File: src/rtl/pipe_reg_chain.sv
// ---------------------------------------------------------------------------
// pipe_reg_chain
//   DEPTH-stage chain of WIDTH-bit registers, each with its own valid bit,
//   under valid/ready flow control. Empty stages absorb bubbles, so a stall at
//   the output only holds stages that are full. Provides a synchronous flush
//   of all valid bits and a registered occupancy count.
//
// Ports
//   clk        rising-edge clock
//   rst        synchronous, active-high reset (priority over flush/transfers)
//   flush      synchronous clear of all valid bits (data registers untouched)
//   in_valid   upstream beat present
//   in_ready   chain accepts a beat this cycle (combinational)
//   in_data    upstream data
//   out_valid  last stage holds a beat
//   out_ready  downstream accepts a beat
//   out_data   last-stage data
//   occupancy  number of valid stages, 0..DEPTH
// ---------------------------------------------------------------------------
module pipe_reg_chain #(
   parameter int unsigned      WIDTH      = 8,
   parameter int unsigned      DEPTH      = 4,
   parameter logic [WIDTH-1:0] RESET_DATA = '0
) (
   input  logic                       clk,
   input  logic                       rst,
   input  logic                       flush,
   input  logic                       in_valid,
   output logic                       in_ready,
   input  logic [WIDTH-1:0]           in_data,
   output logic                       out_valid,
   input  logic                       out_ready,
   output logic [WIDTH-1:0]           out_data,
   output logic [$clog2(DEPTH+1)-1:0] occupancy
);

   localparam int unsigned OCC_W = $clog2(DEPTH + 1);

   logic [DEPTH-1:0] v_q;
   logic [DEPTH-1:0] v_d;
   logic [WIDTH-1:0] d_q [DEPTH];
   logic [WIDTH-1:0] d_d [DEPTH];
   logic [OCC_W-1:0] occ_q;
   logic [OCC_W-1:0] occ_d;

   // rdy[i]: stage i may take a new value this cycle; rdy[DEPTH] is downstream
   logic [DEPTH:0]   rdy;
   // Value offered to each stage by its predecessor (stage 0: the input port)
   logic [DEPTH-1:0] src_v;
   logic [WIDTH-1:0] src_d [DEPTH];

   assign rdy[DEPTH] = out_ready;

   for (genvar g = 0; g < int'(DEPTH); g++) begin : g_stage
      // A stage can move if it is empty or everything ahead of it can move
      assign rdy[g] = ~v_q[g] | rdy[g+1];

      if (g == 0) begin : g_head
         assign src_v[g] = in_valid & in_ready;
         assign src_d[g] = in_data;
      end else begin : g_body
         assign src_v[g] = v_q[g-1];
         assign src_d[g] = d_q[g-1];
      end
   end

   assign in_ready = rdy[0] & ~flush & ~rst;

   // Next-state for every stage plus the matching occupancy count
   always_comb begin
      v_d   = v_q;
      d_d   = d_q;
      occ_d = '0;

      for (int i = 0; i < int'(DEPTH); i++) begin
         if (rdy[i]) begin
            v_d[i] = src_v[i];
            // Data only moves with a real beat; bubbles leave the old value
            if (src_v[i]) begin
               d_d[i] = src_d[i];
            end
         end
      end

      // Flush drops every beat but leaves the data registers as they were
      if (flush) begin
         v_d = '0;
         d_d = d_q;
      end

      for (int i = 0; i < int'(DEPTH); i++) begin
         occ_d = occ_d + OCC_W'(v_d[i]);
      end
   end

   // State registers
   always_ff @(posedge clk) begin
      if (rst) begin
         v_q   <= '0;
         occ_q <= '0;
         for (int i = 0; i < int'(DEPTH); i++) begin
            d_q[i] <= RESET_DATA;
         end
      end else begin
         v_q   <= v_d;
         occ_q <= occ_d;
         for (int i = 0; i < int'(DEPTH); i++) begin
            d_q[i] <= d_d[i];
         end
      end
   end

   assign out_valid = v_q[DEPTH-1];
   assign out_data  = d_q[DEPTH-1];
   assign occupancy = occ_q;

endmodule

File: config.mk
export PLATFORM = sky130hd
export DESIGN_NAME = pipe_reg_chain
export DESIGN_NICKNAME = d
export VERILOG_FILES = /design/src/rtl/pipe_reg_chain.sv
export SDC_FILE = /design/constraint.sdc
export NUM_CORES = 1
export LEC_CHECK = 0
export ABC_AREA = 1
export CORE_UTILIZATION = 40
export CTS_CLUSTER_SIZE = 40
export DETAILED_ROUTE_END_ITERATION = 7
export GPL_TIMING_DRIVEN = 0
export PLACE_DENSITY = 0.7
export RECOVER_POWER = 25
export SKIP_LAST_GASP = 1
export SLEW_MARGIN = 20
export SYNTH_ARGS = -nofsm -noshare
export SYNTH_HDL_FRONTEND = slang
export SYNTH_SLANG_ARGS = --single-unit
File: constraint.sdc
create_clock -name clk -period 2.2 [get_ports clk]
set_input_delay 0.44 -clock clk [delete_from_list [all_inputs] [get_ports clk]]
set_output_delay 0.44 -clock clk [all_outputs]
set_load 0.01 [all_outputs]
**Word level (Yosys, flattened, before mapping)**

Cells that the tools add are included.

- $add $sub $neg: 3
- Mux-type cells: 5
- Bitwise logic cells: 13
- Reductions and logical operators: 4

Operator list:

| kind | count |
|---|---|
| AND reduction 3 bit | 4 |
| NOT 1 bit | 6 |
| two-way mux 1 bit | 4 |
| two-way mux 4 bit | 1 |
| OR 1 bit | 4 |
| adder 2 x 1 -> 3 bit | 1 |
| adder 3 x 1 -> 3 bit | 1 |
| AND 1 bit | 3 |
| adder 1 x 1 -> 2 bit | 1 |

- Register bits: 39
- Bits of input ports: 13
- Output and inout bits: 13
- Logic and storage cells: 31

**Depth between registers and ports, before layout**

Gate-level depths: netlist of the first run.

- Word-level depth: 13
- Gate-level depth with buffers: 12
- Depth with buffers taken out: 12

**Worst setup path after synthesis of the first run**

OpenSTA, ideal clock, no wires.

- Kind: input to register
- Start: input port rst
- End: register occ_q[1] (netlist: occupancy[1])
- Setup time: 117 ps
- Arrival: 2114 ps
- Required time: 2083 ps
- Setup slack: -31 ps
- Cell stages on the path: 11
- Path buffers: 1
- Cell sequence: buf_2 nor2_4 nand3_4 nand2_1 nand2_1 fa_1 inv_1 ha_1 ha_1 inv_1 nor2_1

- Cells in the longest elaborated chain, start to end: 8

Ends and longest elaborated chain:

| what | RTL line | source |
|---|---|---|
| start: declaration | 26 | `input logic rst,` |
| NOT 1 bit | 67 | `assign in_ready = rdy[0] & ~flush & ~rst;` |
| AND 1 bit | 67 |  |
| AND 1 bit | 59 | `assign src_v[g] = in_valid & in_ready;` |
| two-way mux 1 bit | 76 | `if (rdy[i]) begin` |
| two-way mux 4 bit | 86 | `if (flush) begin` |
| adder 1 x 1 -> 2 bit | 92 | `occ_d = occ_d + OCC_W'(v_d[i]);` |
| adder 2 x 1 -> 3 bit | 92 |  |
| adder 3 x 1 -> 3 bit | 92 |  |
| net occ_d[1] | 44 | `logic [OCC_W-1:0] occ_d;` |
| end signal: assignment | 100 | `occ_q <= '0;` |
| end signal: assignment | 106 | `occ_q <= occ_d;` |
| end: declaration | 43 | `logic [OCC_W-1:0] occ_q;` |

The timed path passes the listed nets, and every way through them passes these cells.
A chain may end at the register's enable or synchronous reset.

**Final worst setup path of the first run**

- Start: input port flush
- End: register occ_q[1] (netlist: occupancy[1])

- Cells in the longest elaborated chain, start to end: 9

Ends and longest elaborated chain:

| what | RTL line | source |
|---|---|---|
| start: declaration | 27 | `input logic flush,` |
| NOT 1 bit (no source line) | - |  |
| AND 1 bit (2 in series) | 67 |  |
| AND 1 bit | 59 |  |
| two-way mux 1 bit | 76 |  |
| two-way mux 4 bit (*) | 86 |  |
| adder 1 x 1 -> 2 bit | 92 |  |
| adder 2 x 1 -> 3 bit | 92 |  |
| adder 3 x 1 -> 3 bit (*) | 92 |  |
| net occ_d[1] | 44 |  |

Mark *: on every way through the listed nets, which the timed path passes. The rest lies on a longest branch.

==> flow_metrics.env, run 1 <==
export IMPL_via_per_inst=4.248
export IMPL_syn_nets=240
export IMPL_layout_area_seq_sq_um=780.7
export IMPL_grt_use_total_pct=14.79
export IMPL_end_kind="register"
export IMPL_synth_top_area_share_pct=46.71
export IMPL_hold_viol=0
export IMPL_clk_pin_slew_worst_paths_ns=0.08
export IMPL_relSlewSlack_pct=70.97
export IMPL_hold_slack_ns=0.3408
export IMPL_grt_max_degree=14
export IMPL_hp_class="in2reg"
export IMPL_path_class="in2reg"
export IMPL_yosys_area_share_simple_pct=27.32
export IMPL_n_fill_cell=402
export IMPL_drt_wl_total_um=2874
export IMPL_drv_slew=0
export IMPL_synth_top_family_by_area="simple AND/OR/NAND/NOR gates"
export IMPL_muxShareOfSynthArea_pct=0
export IMPL_fin_area_sq_um=2122
export IMPL_path_cells="dlygate4sd2_1 > nor2_4 > nand3_4 > nand2_1 > nand2_1 > fa_1 > inv_1 > ha_1 > ha_1 > inv_1 > nor2_1"
export IMPL_pre_cts_slack_ns=-0.6776
export IMPL_cts_htree_levels=2
export IMPL_die_w_um=66.65
export IMPL_critPathRequiredTime_ns=2.39
export IMPL_regToRegSetupSlack_ns=0.12
export IMPL_ys_seq_area_share_pct=46.71
export IMPL_die_area_sq_um=4442
export IMPL_rsz0062_at_grt="false"
export IMPL_ys_warn_count=0
export IMPL_clock_path_buffers=2
export IMPL_vdd_drop_max_uv=322.4
export IMPL_dr_pass1_iters=4
export IMPL_placed_cells=297
export IMPL_p_leak_nw=1.003
export IMPL_coreArea_sq_um=4000
export IMPL_multi_input_area_sq_um=645.6
export IMPL_synthAdderAreaFrac_pct=2.695
export IMPL_post_route_util_pct=53.05
export IMPL_path_delay_family="adder cells"
export IMPL_min_delay_start="rst"
export IMPL_cts_root_buf="clkbuf_8"
export IMPL_synth_area_top_cells="dfxtp_1 47%, nor2_1 14%, inv_1 8.1%"
export IMPL_numPortBuffers=23
export IMPL_ys_types=22
export IMPL_drive_gt1_share_pct=12.64
export IMPL_postCtsHoldBufs=0
export IMPL_final_setup_viol_count=0
export IMPL_regToRegStartpoint="v_q[2]"
export IMPL_max_stage_delay_ns=0.50
export IMPL_finalNetCount=276
export IMPL_drv_cap=0
export IMPL_drtAntennaViolNets=0
export IMPL_cts_tree="done"
export IMPL_area_growth_pct=26.95
export IMPL_worst_path_buf_inv=3
export IMPL_period_needed_ns=2.106
export IMPL_synth_top_area_cell="dfxtp_1"
export IMPL_post_synth_top_count_cell="nor2_1"
export IMPL_async_reset_ff_share_pct=0
export IMPL_period_share_pct=95.75
export IMPL_start_util_pct=41.79
export IMPL_synth_ff_type="dfxtp_1"
export IMPL_grt_first_pass_wirelength_um=4926
export IMPL_arrival_ns=2.30
export IMPL_n_antenna_cell=0
export IMPL_status="complete, no violations"
export IMPL_cts_buffers=5
export IMPL_finClkSkew_ns=0.008472
export IMPL_synth_xor_area_share_pct=0
export IMPL_synth_area_per_cell_sq_um=7.463
export IMPL_antenna_found_initial=0
export IMPL_synth_seq_cells=39
export IMPL_crit_path_start="flush"
export IMPL_cpMaxStageDelayCell="fa_1"
export IMPL_wl_per_cell_um=9.241
export IMPL_die_y_um=66.65
export IMPL_place_hpwl_um=2016
export IMPL_fmax_ghz=0.4747
export IMPL_dr_total_vias=1321
export IMPL_drcViolationCount=0
export IMPL_grt_pass1_vias=1134
export IMPL_grt_overflow=0
export IMPL_setup_ws_ns=0.09354
export IMPL_rows=23
export IMPL_synth_edff_count=0
export IMPL_initialDrtViolationCount=52
export IMPL_place_congestion=0.7388
export IMPL_clock_sinks=39
export IMPL_tightest_slew_ns=0.4355
export IMPL_synthesis_instances=224
export IMPL_ys_top_cells_by_count="64 x nor2_1, 39 x dfxtp_1, 36 x inv_1"
export IMPL_place_area_sq_um=1971
export IMPL_power_density_nw_per_um2=661.6
export IMPL_cp_max_fo=6
export IMPL_syn_area_sq_um=1672
export IMPL_ios=26
export IMPL_crit_path_start_kind="input port"
export IMPL_final_instance_count_excl_fill=311
export IMPL_clkLatencyLatePin_ns=0.29
export IMPL_synth_compound_area_share_pct=8.757
[what timing repair did]
action,in CTS,in global routing
buffers inserted,5,1
endpoints found under the setup margin,4,4
resized for setup,2,1
pin swaps,3,1
[power breakdown]
part           switching (mW)  internal (mW)  leakage, nW
sequential            0.00523          0.717        0.315
combinational          0.0486         0.0410        0.630
clock                   0.255          0.338       0.0581
[layout make-up]
type,instances,share of cell area (%)
well taps,50,2.948
inverters,40,7.075
clock buffers,5,3.243
multi-input cells,131,30.42
flip-flops and latches,39,36.79
clock inverters,3,2.064
plain buffers,14,4.658
repair buffers,29,12.79
[final timing paths]
kind,to,depth (start not counted)
worst max-delay path,occupancy[1],11
worst min-delay path,occupancy[2],2
worst max register to register,occupancy[1],10
worst min register to register,d_q[17],2
[metal layers]
metal	up-vias	share of wire, %	global-route usage (%)
met1	549	50	18.66
met5	-	0	0
met4	0	2.2	8.777
met3	5	3.1	3.596
met2	23	45	22.60
li1	744	-	-
[state kept, by name, indices dropped and copies added (netlist names)]
| name | cells |
|---|---|
| occupancy | 3 |
| d_q | 24 |
| out_data | 8 |
| v_q | 4 |
[cells in the final DEF (no fill, tap or decap)]
| cell type | synthesis | layout |
|---|---|---|
| nor2_1 | 64 | 64 |
| dfxtp_1 | 39 | 39 |
| inv_1 | 36 | 37 |
| o21ai_0 | 25 | 25 |
| nand2_1 | 19 | 20 |
| clkdlybuf4s50_1 | 0 | 20 |
| buf_4 | 8 | 13 |
| nand4_1 | 8 | 8 |
| clkbuf_8 | 0 | 5 |
| a21oi_1 | 3 | 3 |
| inv_2 | 4 | 3 |
| clkbuf_1 | 2 | 3 |
| nor2_4 | 2 | 2 |
| buf_6 | 1 | 2 |
| ha_1 | 2 | 2 |
| dlygate4sd2_1 | 0 | 2 |
| a31oi_1 | 1 | 1 |
| nand4_4 | 1 | 1 |
| buf_1 | 1 | 1 |
| nand3_4 | 1 | 1 |
| nor3_4 | 1 | 1 |
| buf_2 | 2 | 1 |
| nand3_1 | 1 | 1 |
| nand2_2 | 2 | 1 |
| fa_1 | 1 | 1 |
| clkinv_4 | 0 | 1 |
| bufinv_16 | 0 | 1 |
| clkinv_2 | 0 | 1 |
| dlymetal6s2s_1 | 0 | 1 |
[through the flow]
| step | setup TNS, ns | total power [mW] |
|---|---|---|
| after floorplan | 0 | 0.7921 |
| after global placement | -2.071 | 0.8261 |
| after global routing | 0 | 1.464 |
| after detailed placement | -2.066 | 0.8271 |
| after CTS | -0.1345 | 1.418 |
| final | 0 | 1.404 |
[kinds of logic (layout without fill, tap and decap cells)]
kind of cell,after synthesis,count (layout)
AOI/OAI and AO/OA,29,29
buffers and inverters,54,91
and+or+nand+nor,99,99
adders and majority gates,3,3
DFF,39,39
Note: power is estimated with default switching activity, not from simulation.
==> inputs of run 2 (changes only) <==
--- a/config.mk
+++ b/config.mk
@@ -6,14 +6,15 @@
 export NUM_CORES = 1
 export LEC_CHECK = 0
 export ABC_AREA = 1
-export CORE_UTILIZATION = 40
+export CORE_UTILIZATION = 45
 export CTS_CLUSTER_SIZE = 40
 export DETAILED_ROUTE_END_ITERATION = 7
 export GPL_TIMING_DRIVEN = 0
-export PLACE_DENSITY = 0.7
+export PLACE_DENSITY = 0.76
 export RECOVER_POWER = 25
 export SKIP_LAST_GASP = 1
 export SLEW_MARGIN = 20
 export SYNTH_ARGS = -nofsm -noshare
 export SYNTH_HDL_FRONTEND = slang
 export SYNTH_SLANG_ARGS = --single-unit
+export TNS_END_PERCENT = 50
==> run 2 against run 1 <==
Utilization is 8.0 points higher; die area fell by 11%; count of clock-buffer cells in the layout increased by 1; setup slack got worse by 0.044 ns; wire length shrank 6.8%; non-clock buffer count shrank 1; register-to-register slack worse by 0.03 ns; via count up 1.7%; largest cell class unchanged; critical endpoint unchanged; largest power group unchanged; clock power decreased by 22%; critical path type unchanged; total power shrank 9.1%.
==> flow_metrics.env, run 2 (synthesis gave the netlist of run 1 again) <==
export IMPL_mostFrequentLayoutCells="62 x nor2_1, 38 x dfxtp_1, 35 x inv_1"
export IMPL_numPortBuffers=23
export IMPL_finalNetCount=275
export IMPL_drv_cap=0
export IMPL_tightest_slew_ns=0.3568
export IMPL_cts_tree="done"
export IMPL_place_hpwl_um=1880
export IMPL_setup_tns_final_ns=0
export IMPL_cts_root_buf="clkbuf_8"
export IMPL_via_per_inst=4.389
export IMPL_regToRegStartpoint="v_q[3]"
export IMPL_hold_viol=0
export IMPL_drv_slew=0
export IMPL_crit_path_start="out_ready"
export IMPL_grt_overflow=0
export IMPL_power_mw=1.276
export IMPL_period_needed_ns=2.150
export IMPL_coreArea_sq_um=3442
export IMPL_crit_path_start_kind="input port"
export IMPL_rows=21
export IMPL_layout_area_seq_sq_um=782.0
export IMPL_n_fill_cell=345
export IMPL_wl_per_cell_um=8.758
export IMPL_ios=26
export IMPL_hp_class="in2reg"
export IMPL_grt_first_pass_wirelength_um=5016
export IMPL_drive_gt1_share_pct=16.15
export IMPL_cts_buffers=5
export IMPL_die_area_sq_um=3963
export IMPL_period_share_pct=97.74
export IMPL_power_density_nw_per_um2=607.5
export IMPL_p_leak_nw=0.9749
export IMPL_end_kind="register"
export IMPL_grt_max_degree=13
export IMPL_start_util_pct=48.56
export IMPL_fin_area_sq_um=2101
export IMPL_clkLatencyLatePin_ns=0.29
export IMPL_cts_htree_levels=2
export IMPL_n_antenna_cell=0
export IMPL_status="complete, no violations"
export IMPL_reg2regPathDepth=12
export IMPL_final_setup_viol_count=0
export IMPL_regToRegSetupSlack_ns=0.09
export IMPL_arrival_ns=2.34
export IMPL_fmax_ghz=0.4650
export IMPL_clock_path_buffers=2
export IMPL_postCtsHoldBufs=0
export IMPL_drtAntennaViolNets=0
export IMPL_drt_wl_total_um=2680
export IMPL_finClkSkew_ns=0.005155
export IMPL_placed_cells=293
export IMPL_regMostFlops="d_q"
export IMPL_multi_input_area_sq_um=658.1
export IMPL_die_y_um=62.95
export IMPL_place_area_sq_um=1966
export IMPL_antenna_found_initial=0
export IMPL_area_growth_pct=25.67
export IMPL_vdd_drop_max_uv=325.8
export IMPL_cp_max_fo=3
export IMPL_critPathRequiredTime_ns=2.39
export IMPL_die_w_um=62.95
export IMPL_r2r_end="occupancy[1]"
export IMPL_grt_use_total_pct=16.12
export IMPL_initialDrtViolationCount=30
export IMPL_place_congestion=0.7394
export IMPL_relSlewSlack_pct=76.14
export IMPL_setup_ws_ns=0.04966
export IMPL_grt_pass1_vias=1183
export IMPL_final_instance_count_excl_fill=306
export IMPL_path_class="in2reg"
export IMPL_min_path_cells=2
export IMPL_clk_pin_slew_worst_paths_ns=0.07
export IMPL_min_delay_start="rst"
export IMPL_mostFrequentLayoutCell="nor2_1"
export IMPL_largest_reg_flops=24
export IMPL_pre_cts_slack_ns=-0.6850
export IMPL_clock_sinks=39
export IMPL_whs_endpoint="occupancy[1]"
export IMPL_dr_total_vias=1343
export IMPL_drcViolationCount=0
export IMPL_dr_pass1_iters=4
run 2: worst max-delay path, cell delays in order:
cell	delay [ns]
dlygate4sd2_1	0.26
nor2_4	0.16
nand4_4	0.12
buf_6	0.15
nand2_2	0.06
nand2_2	0.06
fa_1	0.51
inv_1	0.05
ha_1	0.17
ha_1	0.28
inv_2	0.05
nor2_2	0.03
run 2: area by class of cell:
cell class              count  area share (%)
multi-input cells         131           31.33
flip-flops and latches     39           37.22
plain buffers              14           4.765
clock buffers               6           3.454
well taps                  46           2.740
clock inverters             2          0.5956
inverters                  40           7.147
repair buffers             28           12.75
run 2: worst max path at each step:
stage	endpoint	slack, ns	depth (start not counted)
2_1_floorplan	occupancy[1]	0.01	11
3_3_place_gp	occupancy[1]	-0.66	11
3_5_place_dp	occupancy[1]	-0.68	11
4_1_cts	occupancy[1]	0.06	12
5_1_grt	occupancy[1]	-0.02	12
6_report	occupancy[1]	0.05	12
run 2: per-layer routing:
metal | up-vias | track usage, % | wire [um]
li1 | 745 | - | -
met1 | 567 | 19.10 | 1308
met2 | 24 | 25.81 | 1211
met3 | 7 | 4.927 | 97
met4 | 0 | 8.721 | 63
met5 | - | 0 | 0
run 2: where the power goes:
group / internal, mW / switching, mW
registers: 0.717 / 0.00504
logic: 0.0419 / 0.0484
clock network: 0.221 / 0.243
run 2: per-stage QoR:
stage               hold slack, ns  utilization (%)
floorplan                   0.4495                -
global placement            0.4571            57.11
detailed placement          0.4684            57.11
CTS                         0.3314            60.23
global route                0.3273            61.03
finish                      0.3374            61.03
run 2: timing repair:
item	CTS	global route
pin swaps	3	3
setup endpoints to repair	4	1
gates resized for setup	4	7
endpoints found under the hold margin	0	0
setup buffers	3	2
==> inputs of run 3 (changes only) <==
--- a/config.mk
+++ b/config.mk
@@ -9,6 +9,7 @@
 export CORE_UTILIZATION = 45
 export CTS_CLUSTER_SIZE = 40
 export DETAILED_ROUTE_END_ITERATION = 7
+export GPL_ROUTABILITY_DRIVEN = 1
 export GPL_TIMING_DRIVEN = 0
 export PLACE_DENSITY = 0.76
 export RECOVER_POWER = 25
==> results of run 3 <==
Final layout, timing and power as in run 2 (identical DEF).
